`src/rtl/gshare_pht.sv`:
```
// Gshare pattern history table: PC/history-indexed 2-bit counters with a registered prediction.
// Optional macro PHT_BYPASS_EN forwards a same-cycle update into the prediction for a matching index.
module gshare_pht #(
    parameter int IDX_WIDTH = 4,
    parameter int PC_LSB    = 2
) (
    input  logic                 clk,
    input  logic                 rst,
    input  logic                 lookup_req,
    input  logic [31:0]          lookup_pc,
    input  logic [IDX_WIDTH-1:0] bhr_in,
    output logic                 pred_valid,
    output logic                 pred_taken,
    output logic [IDX_WIDTH-1:0] pred_idx,
    input  logic                 upd_valid,
    input  logic [IDX_WIDTH-1:0] upd_idx,
    input  logic                 upd_taken,
    output logic                 bhr_load,
    output logic                 bhr_branch_val,
    output logic                 ready
);

    localparam int ENTRIES = 1 << IDX_WIDTH;

    typedef enum logic {
        INIT,
        READY
    } state_e;

    state_e               state_q, state_d;
    logic [IDX_WIDTH-1:0] init_ptr_q, init_ptr_d;
    logic [1:0]           ctr_q [ENTRIES];

    logic                 pred_valid_q, pred_valid_d;
    logic                 pred_taken_q, pred_taken_d;
    logic [IDX_WIDTH-1:0] pred_idx_q, pred_idx_d;

    logic [IDX_WIDTH-1:0] lookup_idx;
    logic [1:0]           lookup_ctr;
    logic [1:0]           upd_ctr_next;
    logic                 upd_commit;
    logic                 wr_en;
    logic [IDX_WIDTH-1:0] wr_idx;
    logic [1:0]           wr_data;
    logic                 unused_pc;

    assign unused_pc  = ^{lookup_pc[31:PC_LSB+IDX_WIDTH], lookup_pc[PC_LSB-1:0]};
    assign lookup_idx = lookup_pc[PC_LSB+IDX_WIDTH-1:PC_LSB] ^ bhr_in;
    assign upd_commit = upd_valid && (state_q == READY);

    // State register
    // NOTE: sequential state uses non-blocking assignments so every flop samples pre-edge values.
    always_ff @(posedge clk or posedge rst) begin
        if (rst) begin
            state_q    <= INIT;
            init_ptr_q <= '0;
        end else begin
            state_q    <= state_d;
            init_ptr_q <= init_ptr_d;
        end
    end

    // Next-state logic
    // NOTE: every always_comb output gets a default first so no latch is inferred.
    always_comb begin
        state_d    = state_q;
        init_ptr_d = init_ptr_q;
        if (state_q == INIT) begin
            init_ptr_d = init_ptr_q + IDX_WIDTH'(1);
            if (init_ptr_q == IDX_WIDTH'(ENTRIES - 1)) state_d = READY;
        end
    end

    // Output logic; history drive is forced low while reset is held.
    always_comb begin
        ready          = (state_q == READY);
        bhr_load       = upd_valid & ~rst;
        bhr_branch_val = upd_taken & ~rst;
    end

    always_comb begin
        upd_ctr_next = ctr_q[upd_idx];
        if (upd_taken) begin
            if (ctr_q[upd_idx] != 2'b11) upd_ctr_next = ctr_q[upd_idx] + 2'd1;
        end else begin
            if (ctr_q[upd_idx] != 2'b00) upd_ctr_next = ctr_q[upd_idx] - 2'd1;
        end
    end

    // The init sweep owns the write port; updates arriving then are dropped.
    always_comb begin
        wr_en   = 1'b0;
        wr_idx  = upd_idx;
        wr_data = upd_ctr_next;
        if (state_q == INIT) begin
            wr_en   = 1'b1;
            wr_idx  = init_ptr_q;
            wr_data = 2'b01;
        end else if (upd_commit) begin
            wr_en = 1'b1;
        end
    end

    // NOTE: the counter array has no reset; the INIT sweep gives it a defined value instead.
    always_ff @(posedge clk) begin
        if (wr_en) ctr_q[wr_idx] <= wr_data;
    end

`ifdef PHT_BYPASS_EN
    assign lookup_ctr = (upd_commit && (upd_idx == lookup_idx)) ? upd_ctr_next : ctr_q[lookup_idx];
`else
    assign lookup_ctr = ctr_q[lookup_idx];
`endif

    always_comb begin
        pred_valid_d = lookup_req;
        pred_taken_d = pred_taken_q;
        pred_idx_d   = pred_idx_q;
        if (lookup_req) begin
            pred_idx_d   = lookup_idx;
            pred_taken_d = (state_q == READY) & lookup_ctr[1];
        end
    end

    always_ff @(posedge clk or posedge rst) begin
        if (rst) begin
            pred_valid_q <= 1'b0;
            pred_taken_q <= 1'b0;
            pred_idx_q   <= '0;
        end else begin
            pred_valid_q <= pred_valid_d;
            pred_taken_q <= pred_taken_d;
            pred_idx_q   <= pred_idx_d;
        end
    end

    assign pred_valid = pred_valid_q;
    assign pred_taken = pred_taken_q;
    assign pred_idx   = pred_idx_q;

endmodule

```
`config.mk`:
```
export PLATFORM = sky130hd
export DESIGN_NAME = gshare_pht
export DESIGN_NICKNAME = d
export VERILOG_FILES = /design/src/rtl/gshare_pht.sv
export SDC_FILE = /design/constraint.sdc
export NUM_CORES = 1
export LEC_CHECK = 0
export CORE_MARGIN = 1
export CORE_UTILIZATION = 50
export CTS_CLUSTER_SIZE = 8
export DETAILED_ROUTE_END_ITERATION = 10
export GPL_ROUTABILITY_DRIVEN = 0
export GPL_TIMING_DRIVEN = 0
export PLACE_DENSITY = 0.78
export SYNTH_ARGS = -nofsm -noshare
export SYNTH_HDL_FRONTEND = slang
export SYNTH_SLANG_ARGS = --single-unit
```
`constraint.sdc`:
```
create_clock -name clk -period 7.2 [get_ports clk]
set_input_delay 1.44 -clock clk [delete_from_list [all_inputs] [get_ports clk]]
set_output_delay 1.44 -clock clk [all_outputs]
set_load 0.02 [all_outputs]
```
==> metrics <==
number of global-route vias before repair=1471; Post-Synth XOR/XNOR Area=0.0358; Synth top area share=0.450; post-cts hold buffer count=0; Internal=455 uW; post-route clock period utilization=0.579; Sw Share=0.218; post-CTS sizing=0; worst hold path class=flop to flop; leading area contributor after synthesis=edfxtp_1; Setup crit start kind=input pin; Setup Buffers After CTS=0; worst setup margin=3030 ps; global-route usage over all layers=0.223; post-synthesis simple-gate area fraction=0.119; sequential share of the synthesized area=0.579; Max Freq=240 MHz; synth unique cells=42; TritonCTS clock tree=built; Switch Pwr=127 uW; setup TNS=0 ps; CP Data Required Time=5760 ps; DP Worst Slack=2650 ps; CTS buffer count=5; Die Span X=67.3 um; most used cell, CP=clkdlybuf4s50_1; Logic pwr share=0.139; syn_nets=204; most frequent cells in the layout=32 x edfxtp_1, 24 x nor2_1, 24 x clkdlybuf4s50_1, 11 x dfrtp_1, 10 x mux4_2; drt pass-1 iters=4; Worst path top cell family by delay=buffers and inverters; Layout Nets=235; Cell Pwr Density=225 nW/um2; RSZ-0062 raised after global routing=false; CTS max path bufs=2; Slew Limit Headroom=0.295; row count=23; fraction of layout cells with a size suffix above 1=0.142; syn avg cell area=13.5 um2; largest net degree at the start of global routing=17; Routed Antenna Nets=0; area share of fa/ha/maj cells after synthesis=0.00586; Fin Clk Skew=7.61 ps; top post-synthesis cells by area=edfxtp_1 45%, dfrtp_1 13%, mux4_2 11%; slew of the pin with the lowest slew margin=1060 ps; Mapped Area=2130 um2; Core Region=4060 um2; Final setup viols=0; initial antenna violation count=0; global route overflow=0; DR DRC count=0; WP data arrival=2730 ps; Synth Area in Compound Gates=0.0821; CP Buf/Inv Count=2; I/O pin count=54; Static Leak=0.896 nW; CTS clk-pin slew, worst paths=80 ps; Syn Inst Count=158; Die Area=4530 um2; Post-synth top flop=edfxtp_1; CP Cell Sequence=clkdlybuf4s50_1 -> nor2b_1 -> clkdlybuf4s50_1; kind of critical path=input pin to primary output; crit path max-delay cell type=clkdlybuf4s50_1; root buffer cell=clkbuf_8; H-tree Lvls=2; minimum clock period=4170 ps; initial DRC count=122; Clock Latency Late Sink=300 ps; Total Power=582 uW; initial core utilization=0.526; wire per inst=18.5 um; # clock sinks=43; synthesis-to-layout area growth=21.0%; first-pass GRT wire length=6920 um; most common cell after layout, fill and taps aside=edfxtp_1; largest family of logic cells by synthesized area=multiplexers; outcome=complete, no violations; DR vias/cell=6.12; Fin. Hold Viols=0; final core occ=0.636; DP HPWL=3260 um; Ys Warns=0; CP max FO=4; I/O Buffers=24; die height=67.3 um; # fillers=289; CP peak stage delay=600 ps; maximum VDD drop=124 uV; Final Max Tran Viols=0; via count=1468; ys async rst share=0.256; Ant. Diodes=0; number of synthesized flops with an enable pin=32; post-synthesis mux area share=0.156; routed wire length=4450 um; clock power share=0.376; Seq cells post-synth=43; crit end category=primary output; number of max-cap violations=0; Seq pwr share=0.485
[final timing paths]
kind                              start      endpoint  slack, ps  depth (start not counted)
setup reg to reg           ctr_q[14][0]  ctr_q[14][0]       4690                          4
setup / recovery              upd_valid      bhr_load       3030                          3
max in group asynchronous           rst   pred_idx[3]       5400                          2
hold reg to reg             pred_idx[2]   pred_idx[2]        510                          1
hold / removal              pred_idx[2]   pred_idx[2]        510                          1
min in group asynchronous           rst   pred_idx[2]       1500                          2
[power by group through the flow]
stage	sequential [mW]	combinational [mW]	clock, mW
after floorplan	0.293	0.0403	0
after global placement	0.288	0.0773	0
after detailed placement	0.288	0.0805	0
after CTS	0.283	0.0810	0.220
after global routing	0.283	0.0880	0.230
final	0.282	0.0811	0.219
[area by class of cell]
class / instances / area (um2) / area share
Tap cell: 50 / 62.6 / 0.0242
Inverter: 3 / 11.3 / 0.00436
Sequential cell: 43 / 1240 / 0.479
Timing Repair Buffer: 24 / 240 / 0.0930
Clock inverter: 2 / 60.1 / 0.0233
Multi-Input combinational cell: 103 / 863 / 0.334
Buffer: 9 / 36.3 / 0.0141
Clock buffer: 6 / 72.6 / 0.0281
[routing by layer]
metal  vias to the layer above  share of wire  track usage
met4                         0          0.022        0.130
met3                        13          0.092       0.0591
met1                       715           0.38        0.261
li1                        664              -            -
met2                        76           0.50        0.366
met5                         -              0            0
[through the flow]
step                area, um2  instances  hold slack (ps)
floorplan                2130        158              518
global placement         2440        232              491
detailed placement       2440        232              495
CTS                      2580        240              513
global route             2580        240              536
finish                   2580        240              511
[synth_stat cells, types with 4 or more instances]
library cell and count:
dfrtp_1 11, a21oi_1 7, nor2_1 24, edfxtp_1 32
clkbuf_1 7, mux4_2 10, xnor2_1 4, nor2b_1 6
a31oi_1 4, o21ai_0 4, nand2_1 5
[state kept, by name (all words and copies together) (netlist names)]
signal / count
pred_valid: 1
init_ptr_q: 4
pred_idx: 4
pred_taken: 1
ctr_q: 32
ready: 1
[worst register-to-register path, stage by stage (launching register included)]
cell and delay [ps]:
edfxtp_1 370, mux4_2 500, o21ai_0 280, o31ai_1 150, o311ai_2 870
[kinds of logic after synthesis]
family                     Yosys count
muxes                               17
adders and majority gates            1
and+or+nand+nor                     51
buffers and inverters               12
xor gates and xnor gates             7
DFF                                 43
AOI/OAI and AO/OA                   27
Power figures use the tool's default switching activity.
